**src/rtl/bus_pkg.sv**
```systemverilog
// Shared definitions for the register-transfer bus initiator: state encoding,
// accumulator index and the one-hot select decoder used for dump and load.
package bus_pkg;

   typedef enum logic [2:0] {
      IDLE    = 3'd0,
      DRIVE   = 3'd1,
      LATCH   = 3'd2,
      RELEASE = 3'd3,
      ERR     = 3'd4
   } xfer_state_e;

   localparam int ACC_IDX  = 0;
   localparam int MAX_REGS = 8;

   // Indices at or beyond n decode to all-zero, so an out-of-range select never strobes.
   function automatic logic [MAX_REGS-1:0] onehot(input int idx, input int n);
      logic [MAX_REGS-1:0] r;
      r = '0;
      for (int i = 0; i < MAX_REGS; i++) r[i] = (i == idx) && (i < n);
      return r;
   endfunction

endpackage

```
**src/rtl/xfer_settle_cnt.sv**
```systemverilog
// Loadable down-counter with zero flag; times how long the source drives the
// bus before the destination is allowed to latch.
module xfer_settle_cnt #(
   parameter int W = 4
) (
   input  logic         clk,
   input  logic         rst,
   input  logic         load_i,
   input  logic [W-1:0] val_i,
   input  logic         dec_i,
   output logic         zero_o
);

   logic [W-1:0] cnt_q;

   always_ff @(posedge clk or posedge rst) begin
      if (rst)                         cnt_q <= '0;
      else if (load_i)                 cnt_q <= val_i;
      else if (dec_i && cnt_q != '0)   cnt_q <= cnt_q - 1'b1;
   end

   assign zero_o = (cnt_q == '0);

endmodule

```
**src/rtl/bus_xfer_ctrl.sv**
```systemverilog
// Initiator for the shared register-transfer bus: accepts one src->dst command,
// then sequences dump (drive), settle, load (latch) and release.
module bus_xfer_ctrl
   import bus_pkg::*;
#(
   parameter int NUM_REGS = 4,
   parameter int SEL_W    = 2,
   parameter int SETTLE   = 1
) (
   input  logic                clk,
   input  logic                reset,
   input  logic                cmd_valid,
   output logic                cmd_ready,
   input  logic [SEL_W-1:0]    cmd_src,
   input  logic [SEL_W-1:0]    cmd_dst,
   input  logic                cmd_ext,
   output logic [NUM_REGS-1:0] dump,
   output logic [NUM_REGS-1:0] load,
   output logic                busy,
   output logic                done,
   output logic                err
);

   localparam logic [3:0] SETTLE_INIT = 4'(SETTLE - 1);

   xfer_state_e         state_q, state_d;
   logic [SEL_W-1:0]    dst_q, dst_d;
   logic [NUM_REGS-1:0] dump_q, dump_d, load_q, load_d;
   logic                done_q, done_d, err_q, err_d;
   logic                cnt_load, cnt_dec, cnt_zero;
   logic [MAX_REGS-1:0] oh_src, oh_dst;
   logic                accept, reject;

   assign oh_src    = onehot(int'(cmd_src), NUM_REGS);
   assign oh_dst    = onehot(int'(dst_q), NUM_REGS);
   assign cmd_ready = (state_q == IDLE) && !reset;
   assign accept    = cmd_valid && cmd_ready;
   assign reject    = (int'(cmd_dst) >= NUM_REGS) ||
                      (!cmd_ext && ((int'(cmd_src) >= NUM_REGS) || (cmd_src == cmd_dst)));

   xfer_settle_cnt #(.W(4)) u_settle (
      .clk    (clk),
      .rst    (reset),
      .load_i (cnt_load),
      .val_i  (SETTLE_INIT),
      .dec_i  (cnt_dec),
      .zero_o (cnt_zero)
   );

   // dump_q carries the captured source through DRIVE and LATCH, so no src register is kept.
   always_comb begin
      state_d  = state_q;
      dst_d    = dst_q;
      dump_d   = dump_q;
      load_d   = '0;
      done_d   = 1'b0;
      err_d    = 1'b0;
      cnt_load = 1'b0;
      cnt_dec  = 1'b0;
      case (state_q)
         IDLE: begin
            if (accept) begin
               if (reject) begin
                  state_d = ERR;
                  err_d   = 1'b1;
               end else begin
                  state_d  = DRIVE;
                  dst_d    = cmd_dst;
                  dump_d   = cmd_ext ? '0 : oh_src[NUM_REGS-1:0];
                  cnt_load = 1'b1;
               end
            end
         end
         DRIVE: begin
            if (cnt_zero) begin
               state_d = LATCH;
               load_d  = oh_dst[NUM_REGS-1:0];
            end else begin
               cnt_dec = 1'b1;
            end
         end
         LATCH: begin
            state_d = RELEASE;
            dump_d  = '0;
            done_d  = 1'b1;
         end
         RELEASE: state_d = IDLE;
         ERR:     state_d = IDLE;
         default: begin
            state_d = IDLE;
            dump_d  = '0;
         end
      endcase
   end

   always_ff @(posedge clk or posedge reset) begin
      if (reset) begin
         state_q <= IDLE;
         dst_q   <= '0;
         dump_q  <= '0;
         load_q  <= '0;
         done_q  <= 1'b0;
         err_q   <= 1'b0;
      end else begin
         state_q <= state_d;
         dst_q   <= dst_d;
         dump_q  <= dump_d;
         load_q  <= load_d;
         done_q  <= done_d;
         err_q   <= err_d;
      end
   end

   assign dump = dump_q;
   assign load = load_q;
   assign done = done_q;
   assign err  = err_q;
   assign busy = (state_q != IDLE);

endmodule
```
**config.mk**
```make
export PLATFORM = sky130hd
export DESIGN_NAME = bus_xfer_ctrl
export DESIGN_NICKNAME = d
export VERILOG_FILES = /design/src/rtl/bus_pkg.sv /design/src/rtl/xfer_settle_cnt.sv /design/src/rtl/bus_xfer_ctrl.sv
export SDC_FILE = /design/constraint.sdc
export NUM_CORES = 1
export LEC_CHECK = 0
export CAP_MARGIN = 20
export CORE_UTILIZATION = 51
export CTS_CLUSTER_SIZE = 14
export DETAILED_ROUTE_END_ITERATION = 16
export GPL_TIMING_DRIVEN = 0
export PLACE_DENSITY_LB_ADDON = 0.15
export SLEW_MARGIN = 20
export SYNTH_ARGS = -nofsm -noshare
export SYNTH_HDL_FRONTEND = slang
export SYNTH_SLANG_ARGS = --single-unit
```
**constraint.sdc**
```tcl
create_clock -name clk -period 2.73 [get_ports clk]
set_clock_uncertainty 0.1 [all_clocks]
set_input_delay 0.819 -clock clk [delete_from_list [all_inputs] [get_ports clk]]
set_output_delay 0.819 -clock clk [all_outputs]
set_load 0.05 [all_outputs]
```
# After elaboration in Yosys (flattened, before gate mapping)
# Index checks and enable logic that the tools add are counted.
# Widths: inputs -> output; s select.
[word_totals]
regBits = 19
inputBits = 8
out_inout_bits = 12
word_cells = 62
[op_classes]
n_addsub = 1
eq_ne = 14
n_mux = 21
n_bitwise = 2
reduce_logical = 17
[op_table]
columns = ["op", "count"]
rows = [
  ["$mux 4", 7],
  ["$mux 1", 9],
  ["$mux 3", 3],
  ["$pmux 3 s3", 1],
  ["$eq 2x2->1 const A", 4],
  ["$pmux 4 s2", 1],
  ["$eq 3x2->1 const B", 2],
  ["$ne 2x2->1 const B", 3],
  ["$reduce_and 3->1", 2],
  ["$eq 1x2->1 const A", 2],
  ["$logic_and 1x1->1", 4],
  ["$logic_not 2->1", 2],
  ["$logic_not 4->1", 1],
  ["$reduce_bool 4->1", 1],
  ["$sub 4x1->4 const B", 1],
  ["$eq 3x1->1 const B", 1],
  ["$eq 3x3->1 const B", 1],
  ["$logic_not 3->1", 1],
  ["$reduce_bool 3->1", 1],
  ["$reduce_or 3->1", 1],
  ["$eq 2x2->1", 1],
  ["$logic_not 1->1", 2],
  ["$not 1->1", 2],
  ["$reduce_and 2->1", 1],
  ["$reduce_bool 2->1", 1],
]

# Longest topological paths before layout
# Gate-level depths: netlist of the first run.
[depth]
ltp_word = 6
ltp_mapped = 6
ltp_nobuf = 6

# Hierarchy
# A second synthesis of the first run with hierarchy kept.
[unflattened]
cells_unflattened = 80
area_unflattened_um2 = 932.1
[by_module_without_submodules]
columns = ["module", "n_inst", "cells_each", "area_per_inst_um2", "seq_area_each_um2"]
rows = [
  ["bus_xfer_ctrl", 1, 52, 670.6, 375.4],
  ["xfer_settle_cnt", 1, 28, 261.5, 100.1],
]

# Worst setup path after synthesis of the first run
# OpenSTA, ideal clock, no wires.
[synth_path]
path_kind = "register -> output"
start = "register state_q[1]"
end = "output port cmd_ready"
arrival_time_ns = 1.769
required_time_ns = 1.811
path_slack_ns = 0.042
path_stages_with_launch = 3
n_path_buf = 0
cell_sequence = "dfrtp_1 -> or3_1 -> nor2_1"
[synth_between]
elab_chain_cells = 2
[synth_rtl]
columns = ["element", "line_no", "text"]
rows = [
  ["start: declaration", "bus_xfer_ctrl.sv:26", "xfer_state_e state_q, state_d;"],
  ["start signal: assignment", "bus_xfer_ctrl.sv:105", "state_q <= state_d;"],
  ["$logic_not 3->1", "bus_xfer_ctrl.sv:36", "assign cmd_ready = (state_q == IDLE) && !reset;"],
  ["$logic_and 1x1->1", "bus_xfer_ctrl.sv:36", ""],
  ["end: declaration", "bus_xfer_ctrl.sv:13", "output logic cmd_ready,"],
]
# Every way passes these cells.

# Final worst setup path of the first run
[layout_path]
start = "input port reset"
end = "output port cmd_ready"
[layout_between]
elab_chain_cells = 2
[layout_rtl]
columns = ["element", "line_no", "text"]
rows = [
  ["start: declaration", "bus_xfer_ctrl.sv:11", "input logic reset,"],
  ["$logic_not 1->1 (no source line)", "-", ""],
  ["$logic_and 1x1->1", "bus_xfer_ctrl.sv:36", ""],
]
# Every way passes these cells.

==> summary.md, run 1 <==
| Metric | Value |
|---|---|
| Status | `finished clean` |
| Die width | `43.0 um` |
| Final setup vio count | `0` |
| Maximum vdd drop | `707 uV` |
| Synth async-reset ratio | `100%` |
| Worst skew pair latency | `290 ps` |
| Post_cts resized | `4` |
| Number of fill cells | `119` |
| Post-DP HPWL | `1.14 mm` |
| Cell Count, Final, Fillers Out | `113` |
| # hold bufs at CTS | `0` |
| Placed cells | `109` |
| Crit path launch type | `input port` |
| CP arrival | `1740 ps` |
| Vias | `631` |
| Synth Flop Type | `dfrtp_1` |
| Fin crit share | `97.5%` |
| Register Area | `475 um2` |
| Worst Tran Pin Value | `703 ps` |
| Max Slew Vio Count | `0` |
| Nets@finish | `107` |
| Total CTS buffers | `3` |
| # rows | `14` |
| Crit path kind | `in2out` |
| DRT Pass-1 Iters | `3` |
| Core area | `0.00154 mm2` |
| Clock tree buffer depth | `2` |
| Drt drc | `0` |
| Cell count after synthesis | `74` |
| Die area | `0.00185 mm2` |
| Static leakage | `0.000485 uW` |
| CP max FO | `3` |
| Top post-synthesis cells by area | `dfrtp_1 (55%), a32o_1 (4.7%), nor2_1 (3.9%)` |
| Post-CTS setup buffers | `0` |
| Hold slack | `395 ps` |
| CP peak stage delay | `430 ps` |
| Root buffer cell | `clkbuf_4` |
| Number of synthesized register bits | `19` |
| CP Data Required Time | `1810 ps` |
| Setup crit end kind | `output pin` |
| Number of I/O pins | `20` |
| Hold crit path type | `reg2reg` |
| Clock Sinks | `19` |
| Area leader, netlist | `dfrtp_1` |
| Post-Syn Area per Cell | `11.6 um2` |
| Slew margin rel. | `53.1%` |
| Max frequency | `376 MHz` |
| Wire length per cell | `13.7 um` |
| DRT iter0 DRCs | `1` |
| Clock slew at reported path FFs | `100 ps` |
| Switch share | `41.8%` |
| Multi-input logic area | `357 um2` |
| Tot GR Track Use | `18.4%` |
| Initial antenna violation count | `0` |
| Top cell type's share of synthesized area | `55.4%` |
| Die Ht | `43.0 um` |
| Sw Pwr | `469 uW` |
| Combinational Power Share | `48.3%` |
| CTS tree | `yes` |
| Commonest non-fill, non-tap cell in the layout | `dfrtp_1` |
| Power Internal | `653 uW` |
| Pwr/cell area | `1020 mW/mm2` |
| Htree depth | `1` |
| Remaining Overflow, GRT | `0` |
| Slowest stage cell, crit path | `clkdlybuf4s50_1` |
| Fraction of layout cells with a size suffix above 1 | `10.3%` |
| Most frequent cells in the layout | `dfrtp_1 (19), clkdlybuf4s50_1 (17), nor2_1 (9)` |
| DRT Wirelength | `1.55 mm` |
| Post-Syn Nets | `83` |
| Seq/Total Area, Yosys | `55.4%` |
| Vias in the first global route | `579` |
| First-pass GRT wire length | `2.53 mm` |
| Routability congestion estimate | `0.714` |
| Post-synth EDFFs | `0` |
| Via density | `5.58` |
| Sequential power share | `39.5%` |
| Clock power frac | `12.2%` |
| Starting Density | `55.7%` |
| Crit-path cells | `clkdlybuf4s50_1 > nor2_1 > clkdlybuf4s15_2` |
| Shortest period the worst path allows | `2660 ps` |
| Largest net degree at the start of global routing | `20` |
| Unrepaired setup endpoints after global routing | `no` |
| Area delta synth->final | `27.6%` |
| Ys Warns | `0` |
| Port Buffers | `19` |
| Syn Std Cell Area | `858 um2` |
| Yosys cell types | `27` |
| Fin. Hold Viols | `0` |
| Post-route ant nets | `0` |
| Diodes inserted | `0` |
| Max-cap violations | `0` |
per-stage QoR:
stage	worst slack [ps]	total power (uW)	TNS (ps)	util [%]	cell area, um2
after floorplan	42.3	846	0	-	858
after global placement	-353	983	-353	69.3	1070
after detailed placement	-373	997	-373	69.3	1070
after CTS	60.6	1130	0	71.0	1090
after global routing	28.2	1190	0	71.0	1090
final	67.3	1120	0	71.0	1090
area by class of cell:
type	count	area share (%)
clock buffer	4	2.40
sequential	19	43.4
timing repair buffer	19	17.4
inverter	6	2.06
buffer	1	0.343
tap	16	1.83
multi-input combinational	48	32.6
registers in the layout, indices dropped and copies added, names as in the netlist:
name,count
dst_q,2
load,4
u_settle.cnt_q,4
state_q,3
dump,4
done,1
err,1
routing by layer:
layer | track usage [%] | vias up | part of all wire, %
met5 | 0 | - | 0
met4 | 9.09 | 0 | 1.6
met3 | 2.55 | 4 | 2.8
met2 | 27.9 | 13 | 49
met1 | 26.0 | 304 | 46
li1 | - | 310 | -
critical path: cells and delay by family:
| family | cells | cell delay, ps |
|---|---|---|
| buffers and inverters | 2 | 800 |
| and+or+nand+nor | 1 | 120 |
final timing paths:
| path | startpoint | end | slack, ps | depth (start not counted) |
|---|---|---|---|---|
| max | reset | cmd_ready | 70 | 3 |
| min | dump[2] | dump[2] | 390 | 1 |
| max reg2reg | u_settle.cnt_q[0] | u_settle.cnt_q[1] | 970 | 5 |
| min reg2reg | dump[2] | dump[2] | 390 | 1 |
| max in group asynchronous | reset | state_q[2] | 1200 | 2 |
| min in group asynchronous | reset | load[1] | 890 | 2 |
cell usage after synthesis (2+ instances only):
cell,count
xor2_1,2
nor3_1,6
and4_1,2
a32o_1,4
xnor2_1,3
and4b_1,2
inv_1,6
nor2b_1,2
mux2_4,2
a211oi_1,2
nor2_1,9
dfrtp_1,19
power groups by stage:
stage / Combinational, uW / Clock, uW / Sequential (uW)
after detailed placement: 550 / 0 / 448
after global routing: 585 / 150 / 455
after global placement: 537 / 0 / 445
after floorplan: 314 / 0 / 532
after CTS: 546 / 141 / 443
final: 541 / 137 / 444
cells by family after synthesis:
kind of cell / after synthesis / synth area share, %
fa+ha+maj: 1 / 1.46
mux: 2 / 3.50
simple gates: 29 / 20.1
compound gates: 11 / 11.4
buf+inv: 7 / 3.06
flops: 19 / 55.4
xor+xnor: 5 / 5.10
(Power assumes the default switching activity.)
==> inputs of run 2 (changes only) <==
--- a/config.mk
+++ b/config.mk
@@ -9,7 +9,7 @@
 export CORE_UTILIZATION = 51
 export CTS_CLUSTER_SIZE = 14
 export DETAILED_ROUTE_END_ITERATION = 16
-export GPL_TIMING_DRIVEN = 0
+export GPL_TIMING_DRIVEN = 1
 export PLACE_DENSITY_LB_ADDON = 0.15
 export SLEW_MARGIN = 20
 export SYNTH_ARGS = -nofsm -noshare
==> summary.md, run 2 (synthesis gave the netlist of run 1 again) <==
| Metric | Value |
|---|---|
| First-pass GRT wire length | `2.77 mm (+9.2%)` |
| Slew margin rel. | `66.7% (+14 points)` |
| DRT Pass-1 Iters | `4 (+1)` |
| WP buf/inv | `1 (-1)` |
| Pwr/cell area | `1030 mW/mm2 (+0.92%)` |
| GR Util met1 | `26.9% (+0.92 points)` |
| Family with the most delay on the worst path | `simple AND/OR/NAND/NOR gates` |
| Static leakage | `0.000497 uW (+2.4%)` |
| Clock tree buffer depth | `2 (unchanged)` |
| Clock power frac | `12.3% (about the same)` |
| Power Internal | `662 uW (+1.3%)` |
| Final setup margin | `139 ps (+71.9 ps)` |
| Fraction of layout cells with a size suffix above 1 | `13.4% (+3.1 points)` |
| DRT Wirelength | `1.61 mm (+4.2%)` |
| Final setup vio count | `0 (unchanged)` |
| Shortest period the worst path allows | `2590 ps (-71.9 ps)` |
| Setup tns final | `0 ps (unchanged)` |
| Routability congestion estimate | `0.762 (+6.6%)` |
| Status | `finished clean` |
| Clock Sinks | `19 (unchanged)` |
| # rows | `14 (unchanged)` |
| Wire length per cell | `14.2 um (+4.2%)` |
| Vias | `640 (+1.4%)` |
| Pre-CTS setup slack | `171 ps (+544 ps)` |
| Htree depth | `1 (unchanged)` |
| Unrepaired setup endpoints after global routing | `no` |
| Via density | `5.66 (+1.4%)` |
| GR peak layer | `met2` |
| Crit path launch type | `flop` |
| Core area | `0.00154 mm2 (unchanged)` |
| Tot GR Track Use | `20.7% (+2.3 points)` |
| CP Data Required Time | `1810 ps (about the same)` |
| Switch share | `42.2% (+0.43 points)` |
| Die Ht | `43.0 um (unchanged)` |
| Post-DP HPWL | `1.20 mm (+5.3%)` |
| Clock slew at reported path FFs | `110 ps (about the same)` |
| Fin crit share | `94.9% (-2.6 points)` |
| Nets@finish | `107 (unchanged)` |
| Combinational Power Share | `47.8% (-0.5 points)` |
| Worst Tran Pin Value | `498 ps (-205 ps)` |
| Sw Pwr | `484 uW (+3.1%)` |
| Root buffer cell | `clkbuf_4` |
| Number of I/O pins | `20 (unchanged)` |
| Sequential power share | `39.9% (+0.4 points)` |
| Most frequent cells in the layout | `dfrtp_1 (19), clkdlybuf4s50_1 (17), nor2_1 (9)` |
| Setup crit end kind | `output pin` |
| Max Slew Vio Count | `0 (unchanged)` |
| Commonest non-fill, non-tap cell in the layout | `dfrtp_1` |
| Worst skew pair latency | `300 ps (about the same)` |
| Hold crit path type | `reg2reg` |
| Starting Density | `55.7% (unchanged)` |
| Port Buffers | `19 (unchanged)` |
| Met2 usage | `34.5% (+6.7 points)` |
| Area delta synth->final | `29.0%` |
| Drt drc | `0 (unchanged)` |
| GR Util met3 | `2.55% (unchanged)` |
| Largest net degree at the start of global routing | `20 (unchanged)` |
| Max frequency | `386 MHz (+2.8%)` |
| Post-CTS setup buffers | `0 (unchanged)` |
| Fin. Hold Viols | `0 (unchanged)` |
| DRT iter0 DRCs | `10 (+9)` |
| Die width | `43.0 um (unchanged)` |
| CP max FO | `13 (+10)` |
| Vias in the first global route | `654 (+13%)` |
| Initial antenna violation count | `0 (unchanged)` |
| Remaining Overflow, GRT | `0 (unchanged)` |
| Slowest stage cell, crit path | `dfrtp_1` |
| CTS tree | `yes` |
| Die area | `0.00185 mm2 (unchanged)` |
| Maximum vdd drop | `849 uV (+20%)` |
| Post-route ant nets | `0 (unchanged)` |
| Crit path kind | `reg2out` |
| Max-cap violations | `0 (unchanged)` |
| # hold bufs at CTS | `0 (unchanged)` |
| Post_cts resized | `0 (-4)` |
| CP peak stage delay | `510 ps (+80 ps)` |
| Diodes inserted | `0 (unchanged)` |
| CP arrival | `1670 ps (-70 ps)` |
| Total CTS buffers | `3 (unchanged)` |
| Crit-path cells | `or3_1 > nor2_1 > buf_12` |
==> run 2: cell types whose count changed in the layout (fill, tap and decap cells not counted) <==
cell / change
buf_4: +2
clkbuf_1: -2
buf_12: +1
clkdlybuf4s15_2: -1
clkinv_2: +1
dlygate4sd2_1: -1
==> run 2: worst paths after layout <==
check                           start                end  slack, ps  cells past startpoint
hold reg to reg               dump[2]            dump[2]        410                      1
min in group asynchronous       reset         state_q[1]        790                      3
setup reg to reg           state_q[0]           dst_q[1]        930                      3
hold / removal                dump[2]            dump[2]        410                      1
setup / recovery           state_q[0]          cmd_ready        140                      3
max in group asynchronous       reset  u_settle.cnt_q[0]       1540                      3
==> run 2: power groups by stage <==
stage / registers, uW / clock network (uW) / logic, uW
floorplan: 532 / 0 / 314
global placement: 458 / 0 / 540
detailed placement: 460 / 0 / 547
CTS: 456 / 146 / 552
global route: 472 / 153 / 591
finish: 457 / 141 / 547
==> run 2: area by class of cell <==
class	instances	area (um2)
Multi-Input combinational cell	48	357
Sequential cell	19	475
Fill cell	110	434
Clock inverter	1	5.00
Timing Repair Buffer	20	205
Inverter	6	22.5
Tap cell	16	20.0
Clock buffer	3	22.5
==> run 2: metal layers <==
layer  up-vias  routed length, um
met4         0                 27
met1       314                758
met5         -                  0
met3         4                 44
li1        309                  -
met2        13                779
==> run 2: stage by stage <==
stage / area [um2] / utilization [%] / total power [uW] / hold WS, ps / instances
4_1_cts: 1110 / 71.8 / 1150 / 404 / 113
3_5_place_dp: 1080 / 70.0 / 1010 / 383 / 109
2_1_floorplan: 858 / - / 846 / 352 / 74
6_report: 1110 / 71.8 / 1150 / 406 / 113
5_1_grt: 1110 / 71.8 / 1220 / 423 / 113
3_3_place_gp: 1080 / 70.0 / 999 / 392 / 109
==> inputs of run 3 (changes only) <==
--- a/config.mk
+++ b/config.mk
@@ -7,6 +7,7 @@
 export LEC_CHECK = 0
 export CAP_MARGIN = 20
 export CORE_UTILIZATION = 51
+export CTS_CLUSTER_DIAMETER = 150
 export CTS_CLUSTER_SIZE = 14
 export DETAILED_ROUTE_END_ITERATION = 16
 export GPL_TIMING_DRIVEN = 1
==> results of run 3 <==
No change in the layout: final DEF, timing and power equal those of run 2.
